<file path="src/rtl/div_ctrl_pkg.sv">
// -----------------------------------------------------------------------------
// div_ctrl_pkg
// Shared definitions for the RV32M divide sequencer: operation encodings
// (funct3[1:0]), FSM state encodings, iteration count and small op decoders.
// -----------------------------------------------------------------------------
package div_ctrl_pkg;

    localparam int DIV_ITERS = 32;
    localparam int CNT_W     = $clog2(DIV_ITERS);

    typedef enum logic [1:0] {
        DIV_OP_DIV  = 2'b00,
        DIV_OP_DIVU = 2'b01,
        DIV_OP_REM  = 2'b10,
        DIV_OP_REMU = 2'b11
    } div_op_e;

    typedef enum logic [1:0] {
        DIVS_IDLE = 2'b00,
        DIVS_CALC = 2'b01,
        DIVS_DONE = 2'b10
    } div_state_e;

    // funct3[0] clear selects the signed variants (DIV, REM).
    function automatic logic op_is_signed(input logic [1:0] op);
        return ~op[0];
    endfunction

    // funct3[1] set selects the remainder variants (REM, REMU).
    function automatic logic op_is_rem(input logic [1:0] op);
        return op[1];
    endfunction

endpackage

</file>
<file path="src/rtl/div_step.sv">
// -----------------------------------------------------------------------------
// div_step
// One combinational radix-2 restoring division step. {rem, quo} is shifted
// left by one, the divisor is trial-subtracted from the new remainder and,
// when that does not borrow, the difference is kept and a 1 enters the
// quotient LSB.
//
// Ports
//   rem_i      partial remainder (always < divisor_i)
//   quo_i      dividend bits still to consume / quotient bits produced so far
//   divisor_i  divisor magnitude
//   rem_o      next partial remainder
//   quo_o      next quotient/dividend word
// -----------------------------------------------------------------------------
module div_step #(
    parameter int XLEN = 32
) (
    input  logic [XLEN-1:0] rem_i,
    input  logic [XLEN-1:0] quo_i,
    input  logic [XLEN-1:0] divisor_i,
    output logic [XLEN-1:0] rem_o,
    output logic [XLEN-1:0] quo_o
);

    // The shifted remainder needs XLEN+1 bits: with a divisor near 2^XLEN the
    // remainder can reach XLEN bits before the shift. One more bit on top of
    // that is the borrow that tells us the trial went negative.
    logic [XLEN:0]   shifted_rem;
    logic [XLEN+1:0] trial;

    always_comb begin
        shifted_rem = {rem_i, quo_i[XLEN-1]};
        trial       = {1'b0, shifted_rem} - {2'b00, divisor_i};
        if (!trial[XLEN+1]) begin
            rem_o = trial[XLEN-1:0];
            quo_o = {quo_i[XLEN-2:0], 1'b1};
        end else begin
            // Restore: shifted remainder is below the divisor, so it fits.
            rem_o = shifted_rem[XLEN-1:0];
            quo_o = {quo_i[XLEN-2:0], 1'b0};
        end
    end

endmodule

</file>
<file path="src/rtl/div_ctrl.sv">
// -----------------------------------------------------------------------------
// div_ctrl
// Multi-cycle DIV/DIVU/REM/REMU sequencer for the Execute stage. Accepts an
// operation in IDLE, iterates a restoring divider for DIV_ITERS cycles, applies
// the RISC-V sign rules and presents the result with a one-cycle valid pulse.
// Divide-by-zero and signed overflow bypass the iteration and complete in one
// cycle.
//
// Ports
//   clk     core clock, rising edge
//   reset   synchronous active-high reset
//   start   divide instruction in E; sampled only in IDLE
//   op      funct3[1:0]: 00 DIV, 01 DIVU, 10 REM, 11 REMU
//   srca    dividend (forwarded)
//   srcb    divisor (forwarded)
//   kill    abort current operation, return to IDLE without a result
//   busy    high in CALC and DONE (registered)
//   valid   one-cycle completion pulse (registered)
//   result  quotient or remainder, held until the next completion
// -----------------------------------------------------------------------------
module div_ctrl
    import div_ctrl_pkg::*;
#(
    parameter int XLEN = 32
) (
    input  logic            clk,
    input  logic            reset,
    input  logic            start,
    input  logic [1:0]      op,
    input  logic [XLEN-1:0] srca,
    input  logic [XLEN-1:0] srcb,
    input  logic            kill,
    output logic            busy,
    output logic            valid,
    output logic [XLEN-1:0] result
);

    localparam logic [XLEN-1:0] MOST_NEG = {1'b1, {(XLEN-1){1'b0}}};

    div_state_e       state_q,   state_d;
    logic [1:0]       op_q,      op_d;
    logic [XLEN-1:0]  divisor_q, divisor_d;
    logic [XLEN-1:0]  rem_q,     rem_d;
    logic [XLEN-1:0]  quo_q,     quo_d;
    logic [CNT_W-1:0] cnt_q,     cnt_d;
    logic             q_neg_q,   q_neg_d;
    logic             r_neg_q,   r_neg_d;
    logic [XLEN-1:0]  result_q,  result_d;

    // Accept-time decode of the incoming operation.
    logic            in_signed;
    logic            in_rem;
    logic            a_neg;
    logic            b_neg;
    logic            div_by_zero;
    logic            overflow;

    // Iteration datapath.
    logic [XLEN-1:0] step_rem;
    logic [XLEN-1:0] step_quo;
    logic [XLEN-1:0] quo_fixed;
    logic [XLEN-1:0] rem_fixed;

    assign in_signed   = op_is_signed(op);
    assign in_rem      = op_is_rem(op);
    assign a_neg       = in_signed & srca[XLEN-1];
    assign b_neg       = in_signed & srcb[XLEN-1];
    assign div_by_zero = (srcb == '0);
    assign overflow    = in_signed && (srca == MOST_NEG) && (srcb == '1);

    div_step #(
        .XLEN (XLEN)
    ) u_step (
        .rem_i     (rem_q),
        .quo_i     (quo_q),
        .divisor_i (divisor_q),
        .rem_o     (step_rem),
        .quo_o     (step_quo)
    );

    // Sign fix is applied to the last step's outputs so the result can be
    // registered on the same edge that enters DONE.
    assign quo_fixed = q_neg_q ? XLEN'(-step_quo) : step_quo;
    assign rem_fixed = r_neg_q ? XLEN'(-step_rem) : step_rem;

    always_comb begin
        // NOTE: every next-state signal gets its hold value first; a path that
        // leaves one unassigned would otherwise infer a latch.
        state_d   = state_q;
        op_d      = op_q;
        divisor_d = divisor_q;
        rem_d     = rem_q;
        quo_d     = quo_q;
        cnt_d     = cnt_q;
        q_neg_d   = q_neg_q;
        r_neg_d   = r_neg_q;
        result_d  = result_q;

        unique case (state_q)
            DIVS_IDLE: begin
                if (start) begin
                    if (div_by_zero) begin
                        result_d = in_rem ? srca : '1;
                        state_d  = DIVS_DONE;
                    end else if (overflow) begin
                        result_d = in_rem ? '0 : MOST_NEG;
                        state_d  = DIVS_DONE;
                    end else begin
                        op_d      = op;
                        divisor_d = b_neg ? XLEN'(-srcb) : srcb;
                        quo_d     = a_neg ? XLEN'(-srca) : srca;
                        rem_d     = '0;
                        cnt_d     = '0;
                        q_neg_d   = a_neg ^ b_neg;
                        r_neg_d   = a_neg;
                        state_d   = DIVS_CALC;
                    end
                end
            end

            DIVS_CALC: begin
                rem_d = step_rem;
                quo_d = step_quo;
                cnt_d = cnt_q + 1'b1;
                if (cnt_q == CNT_W'(DIV_ITERS - 1)) begin
                    result_d = op_is_rem(op_q) ? rem_fixed : quo_fixed;
                    state_d  = DIVS_DONE;
                end
            end

            // The instruction that started us is still in E this cycle, so a
            // start seen here belongs to it and must not be re-accepted.
            DIVS_DONE: state_d = DIVS_IDLE;

            default:   state_d = DIVS_IDLE;
        endcase

        // Kill overrides everything, including a start in IDLE and the final
        // iteration; the held result must not be disturbed.
        if (kill) begin
            state_d  = DIVS_IDLE;
            result_d = result_q;
        end
    end

    always_ff @(posedge clk) begin
        // NOTE: the datapath registers are reset along with control so that a
        // reset mid-operation leaves every register at zero.
        if (reset) begin
            state_q   <= DIVS_IDLE;
            op_q      <= '0;
            divisor_q <= '0;
            rem_q     <= '0;
            quo_q     <= '0;
            cnt_q     <= '0;
            q_neg_q   <= 1'b0;
            r_neg_q   <= 1'b0;
            result_q  <= '0;
        end else begin
            // NOTE: non-blocking assignments so every register samples the
            // pre-edge value of every other register.
            state_q   <= state_d;
            op_q      <= op_d;
            divisor_q <= divisor_d;
            rem_q     <= rem_d;
            quo_q     <= quo_d;
            cnt_q     <= cnt_d;
            q_neg_q   <= q_neg_d;
            r_neg_q   <= r_neg_d;
            result_q  <= result_d;
        end
    end

    // All three outputs come straight from flops.
    assign busy   = (state_q != DIVS_IDLE);
    assign valid  = (state_q == DIVS_DONE);
    assign result = result_q;

endmodule

</file>
<file path="config.mk">
export PLATFORM = sky130hd
export DESIGN_NAME = div_ctrl
export DESIGN_NICKNAME = d
export VERILOG_FILES = /design/src/rtl/div_ctrl_pkg.sv /design/src/rtl/div_step.sv /design/src/rtl/div_ctrl.sv
export SDC_FILE = /design/constraint.sdc
export NUM_CORES = 1
export LEC_CHECK = 0
export CAP_MARGIN = 20
export CORE_MARGIN = 10
export CORE_UTILIZATION = 55
export CTS_CLUSTER_DIAMETER = 120
export DETAILED_ROUTE_END_ITERATION = 8
export DONT_BUFFER_PORTS = 1
export PLACE_DENSITY = 0.73
export SETUP_SLACK_MARGIN = 0.4
export SYNTH_ARGS = -nofsm -noshare
export SYNTH_HDL_FRONTEND = slang
export SYNTH_SLANG_ARGS = --single-unit
export TNS_END_PERCENT = 10
</file>
<file path="constraint.sdc">
create_clock -name clk -period 5.09 [get_ports clk]
set_input_delay 0.7635 -clock clk [delete_from_list [all_inputs] [get_ports clk]]
set_output_delay 0.7635 -clock clk [all_outputs]
set_load 0.02 [all_outputs]
</file>
# [Word-level counts from Yosys, hierarchy flattened]
# Index checks and enable logic that the tools add are counted.
[classes] n_addsub=6 eq_ne=10 mux=31 bitwise=7 n_reduce_logical=11
[ops] cell="$mux W32" count=18
[ops] cell="$pmux W32 S2" count=3
[ops] cell="$neg A32 Y32" count=4
[ops] cell="$eq A32 B32 Y1 const B" count=2
[ops] cell="$sub A33 B32 Y34" count=1
[ops] cell="$logic_not A32 Y1" count=1
[ops] cell="$mux W5" count=3
[ops] cell="$pmux W5 S2" count=1
[ops] cell="$mux W2" count=4
[ops] cell="$ne A2 B2 Y1 const B" count=4
[ops] cell="$reduce_and A4 Y1" count=2
[ops] cell="$add A5 B1 Y5 const B" count=1
[ops] cell="$eq A5 B5 Y1 const B" count=1
[ops] cell="$reduce_and A5 Y1" count=1
[ops] cell="$not A1 Y1" count=4
[ops] cell="$pmux W2 S2" count=1
[ops] cell="$reduce_bool A2 Y1" count=2
[ops] cell="$ne A3 B3 Y1 const B" count=1
[ops] cell="$and A1 B1 Y1" count=2
[ops] cell="$eq A2 B1 Y1 const B" count=1
[ops] cell="$eq A2 B2 Y1 const B" count=1
[ops] cell="$logic_and A1 B1 Y1" count=2
[ops] cell="$logic_not A2 Y1" count=1
[ops] cell="$reduce_and A2 Y1" count=1
[ops] cell="other kinds (3)" count=3
[word_totals] regBits=139 inputBits=70 output_inout_bits=34

# [Depth between registers and ports, before layout]
[logic_depth] word_depth=7 ltp_mapped=23 depth_no_buf=20

# [Modules after synthesis]
# From an unflattened synthesis, not the netlist that was laid out.
[hier_totals] cells_unflattened=1497 hier_area_um2=11157.0
[by_module_without_submodules] module="div_ctrl" instances=1 cells_each=1093 area_each_um2=8494.4
[by_module_without_submodules] module="div_step" instances=1 cells_each=404 area_each_um2=2662.6

# [Worst setup path after synthesis]
# No wires, ideal clock.
[synth_timing] path_type="register to register" start="register rem_q[7]" end="register result_q[28], in the netlist result[28]" setup_ns=0.137 arrival_time_ns=4.611 t_required_ns=4.953 setup_slack_ns=0.342 path_stages_with_launch=21 cell_sequence="dfxtp_1 ha_1 buf_2 a21oi_1 o21ai_0 a22o_1 o31ai_2 nand2_2 clkbuf_1 clkbuf_1 buf_1 o21ai_0 ha_1 nand3_1 or2_2 nor4_1 a31o_2 nand4_1 or3_1 a31oi_1 a211oi_1"
[synth_between] elab_chain_cells=7 word_cells_on_any_way=10 classes_between="3 x add/sub; 7 x mux"
[synth_lines] item="start, declared" line_no="div_ctrl.sv:43" text="logic [XLEN-1:0] rem_q, rem_d;"
[synth_lines] item="start signal, assigned" line_no="div_ctrl.sv:165" text="rem_q <= rem_d;"
[synth_lines] item="$sub A33 B32 Y34" line_no="div_step.sv:33" text="trial = {1'b0, shifted_rem} - {2'b00, divisor_i};"
[synth_lines] item="$mux W1 / $mux W32 (equally long branches)" line_no="div_step.sv:34" text="if (!trial[XLEN+1]) begin"
[synth_lines] item="$neg A32 Y32 (on tied branches)" line_no="div_ctrl.sv:83, div_ctrl.sv:84"
[synth_lines] item="$mux W32 (on tied branches)" line_no="div_ctrl.sv:83, div_ctrl.sv:84"
[synth_lines] item="$mux W32 *" line_no="div_ctrl.sv:126" text="result_d = op_is_rem(op_q) ? rem_fixed : quo_fixed;"
[synth_lines] item="$mux W32 *" line_no="div_ctrl.sv:125" text="if (cnt_q == CNT_W'(DIV_ITERS - 1)) begin"
[synth_lines] item="$pmux W32 S2 *" line_no="div_ctrl.sv:99" text="unique case (state_q)"
[synth_lines] item="end signal, assigned" line_no="div_ctrl.sv:170" text="result_q <= result_d;"
[synth_lines] item="end, declared" line_no="div_ctrl.sv:48" text="logic [XLEN-1:0] result_q, result_d;"
# Every way passes the cells marked *; elsewhere a longest branch is shown, timed or not. The select of a mux whose other input is x is not followed.
# A chain may end at the register's enable or synchronous reset.

# [Final worst setup path]
# Same ends and word-level chain as after synthesis.

==> summary.md <==
| Metric | Value |
|---|---|
| GR Util met1 | 0.3722 |
| Fin crit share | 0.8760 |
| Most common cell after layout, fill and taps aside | nor2_1 |
| Cts hold-fix bufs | 0 |
| Area grow syn2layout | 7.671% |
| Yosys cell types | 73 |
| Max_slew headroom | 0.2890 |
| Largest net degree at the start of global routing | 141 |
| Setup crit end | result[28]$_SDFFE_PP0P_ |
| Root Driver | clkbuf_16 |
| Sequential share of the synthesized area | 0.2473 |
| Global Route Usage Sum | 0.2771 |
| Worst r2r dst | result[28]$_SDFFE_PP0P_ |
| RePlAce Congestion | 0.9718 |
| Core footprint | 0.02010 sq mm |
| Antenna violations before repair | 1 |
| Worst slew pin tran | 1.066 ns |
| Fill cells | 1909 |
| Mean area per synthesized cell | 7.102 sq um |
| Top post-synthesis cells by area | dfxtp_1 (25%), nor2_1 (7.7%), xnor2_1 (5.8%) |
| Post-DP HPWL | 27650 um |
| Initial Util | 0.5557 |
| Most crowded layer after global routing | met2 |
| Leading area contributor after synthesis | dfxtp_1 |
| Final Slew Violations | 0 |
| Via count | 11.89k |
| DRC | 0 |
| Setup Skew | 0.01094 ns |
| Layout cells sized above 1 | 0.06295 |
| Clk buf depth | 2 |
| TritonCTS clock tree | done |
| Fin nets | 1638 |
| Critical Path RT | 5.38 ns |
| Pwr Total | 3041 uW |
| Area after DPL | 0.01137 sq mm |
| Overflow after GRT | 0 |
| Leakage power figure | 0.004394 uW |
| Antenna-violating nets left | 0 |
| DRT Pass-1 Iters | 6 |
| R2r setup slk | 0.63 ns |
| Final setup fails | 0 |
| FFs w/ async S/R, synth | 0 |
| R2R depth | 19 |
| Crit start category | register |
| Port Buffers | 0 |
| Met3 Use GR | 0.06850 |
| TritonCTS Sinks | 138 |
| Die X | 162.5 um |
| IO Pins | 104 |
| DR WL/cell | 20.89 um |
| Synth Net Count | 1683 |
| Num rows | 52 |
| Synthesized instance count | 1573 |
| RR Startpoint | rem_q[7]$_SDFFE_PP0P_ |
| Initial DRC count | 1305 |
| Highest clock rate | 224.3 MHz |
| Post-synth top area share | 0.2473 |
| Clk pin slew, worst setup/hold paths | 0.07 ns |
| Outcome | completed |
| Number of antenna repair diodes | 0 |
| Setup_tns | 0 ns |
| Final Cell Area | 0.01203 sq mm |
| WS Path Type | register to register |
| Worst skew pair latency | 0.44 ns |
| Fin. Hold Viols | 0 |
| Critical path fanouts, max | 9 |
| Min-delay worst type | primary input to register |
| DIE HEIGHT | 162.5 um |
| Max cap viols | 0 |
| GR Util met2 | 0.4327 |
| Yosys reg bits | 138 |
| Die area | 0.02641 sq mm |
| Worst EP arrival | 4.75 ns |
| Top_reg_cell synth | dfxtp_1 |
| Global-route wire length before repair | 59620 um |
| Vias in the first global route | 10.70k |
| RSZ-0062 raised after global routing | yes |
| WL final | 37840 um |
| H-Tree Level Count | 4 |
| VDD IR max | 0.0001973 V |
| Min cycle time layout | 4.459 ns |
| Yosys warning count | 0 |
| Num CTS Buffers | 17 |
| Nature of the critical path endpoint | register |
| Most frequent cells in the layout | nor2_1 (230), nand2_1 (148), dfxtp_1 (137) |
| PwrDens | 252.8 mW/mm^2 |
| Via density | 6.565 |
| Number of flops mapped to enable cells by yosys | 0 |
| Mapped cell area | 0.01117 sq mm |
| Critical path launch point | rem_q[7]$_SDFFE_PP0P_ |
-- routing by layer --
| metal | part of all wire | vias to the layer above |
|---|---|---|
| li1 | - | 5660 |
| met1 | 0.43 | 5576 |
| met2 | 0.46 | 572 |
| met3 | 0.093 | 80 |
| met4 | 0.024 | 2 |
| met5 | 0.00045 | - |
-- worst min-delay path by stage --
| stage | from | to | slack [ns] | cells past startpoint |
|---|---|---|---|---|
| floorplan | divisor_q[31]$_SDFFE_PP0P_ | divisor_q[31]$_SDFFE_PP0P_ | 0.43 | 2 |
| global placement | divisor_q[31]$_SDFFE_PP0P_ | divisor_q[31]$_SDFFE_PP0P_ | 0.44 | 2 |
| detailed placement | divisor_q[31]$_SDFFE_PP0P_ | divisor_q[31]$_SDFFE_PP0P_ | 0.45 | 2 |
| CTS | kill | state_q[0]$_SDFFE_PP0P_ | 0.38 | 1 |
| global route | reset | cnt_q[4]$_SDFFE_PP0P_ | 0.38 | 1 |
| finish | kill | state_q[0]$_SDFFE_PP0P_ | 0.39 | 1 |
-- cell families after synthesis --
family / synth area share
and+or+nand+nor: 0.2555
AOI/OAI and AO/OA: 0.2891
buffers and inverters: 0.05309
DFF: 0.2473
xor gates and xnor gates: 0.09486
adders and majority gates: 0.04547
muxes: 0.01478
-- per-stage QoR --
stage	setup WS, ns	std cells	util	hold WS, ns
floorplan	0.4129	1573	-	0.4319
global placement	0.5221	1776	0.5656	0.4353
detailed placement	0.4185	1776	0.5656	0.4469
CTS	0.4054	1808	0.5956	0.3849
global route	0.3453	1811	0.5983	0.3773
finish	0.6311	1811	0.5983	0.3948
-- critical path, stage by stage (launching register included) --
cell and delay (ns):
dfxtp_2 0.36, ha_1 0.40, a21oi_1 0.25, o21ai_1 0.20
a22o_1 0.27, o31ai_4 0.31, nand2_2 0.18, nor2_1 0.12
a21oi_1 0.07, inv_1 0.07, ha_1 0.17, inv_1 0.09
a21oi_1 0.16, nand4_1 0.22, a211oi_2 0.32, a31o_2 0.23
nand4_1 0.21, or3_1 0.37, a31oi_1 0.19, a211oi_1 0.11
-- where the power goes --
group / leakage, uW / internal, uW / switching (uW)
combinational: 0.00298 / 219 / 374
clock: 0.000283 / 752 / 535
sequential: 0.00113 / 1120 / 38.4
-- state kept, by name (all words and copies together), names as in the netlist --
register   count
cnt_q          5
divisor_q     32
state_q        2
op_q           1
q_neg_q        1
r_neg_q        1
result        32
quo_q         32
rem_q         32
-- cell usage after synthesis (4+ instances only) --
library cell	number
nor2_1	230
nand2_1	148
dfxtp_1	138
a21oi_1	117
o21ai_0	101
xnor2_1	74
clkbuf_1	71
inv_1	59
a31oi_1	48
xor2_1	47
a211oi_1	46
nand3_1	46
nor3_1	43
ha_1	39
o211ai_1	24
o31ai_1	22
or3_1	21
a221oi_1	18
or4_1	18
nand4_1	17
a311oi_1	16
nor4_1	16
o41ai_1	16
nand2b_1	15
a21o_1	13
mux2i_1	12
o21a_1	11
and2_1	10
and3_1	10
buf_2	10
buf_1	9
nor2b_1	8
a21boi_0	7
a22oi_1	7
or2_2	7
o211a_1	6
a31o_2	5
and4_1	5
nor3b_1	5
o21bai_1	5
o31a_1	5
a41oi_1	4
mux2_2	4
-- final cells by class --
class	count	area, sq um	area share
Clock buffer	20	456.7	0.03797
Clock inverter	12	140.1	0.01165
Inverter	60	229.0	0.01903
Multi-Input combinational cell	1282	7868	0.6540
Sequential cell	138	2764	0.2298
Tap cell	270	337.8	0.02808
Timing Repair Buffer	29	234.0	0.01945
-- timing repair --
| item | in CTS | in global routing |
|---|---|---|
| endpoints found under the setup margin | 2 | 7 |
| setup buffers | 0 | 3 |
| pin swaps | 0 | 3 |
| endpoints found under the hold margin | 0 | 0 |
| resized for setup | 2 | 14 |
Note: power is estimated with default switching activity, not from simulation.
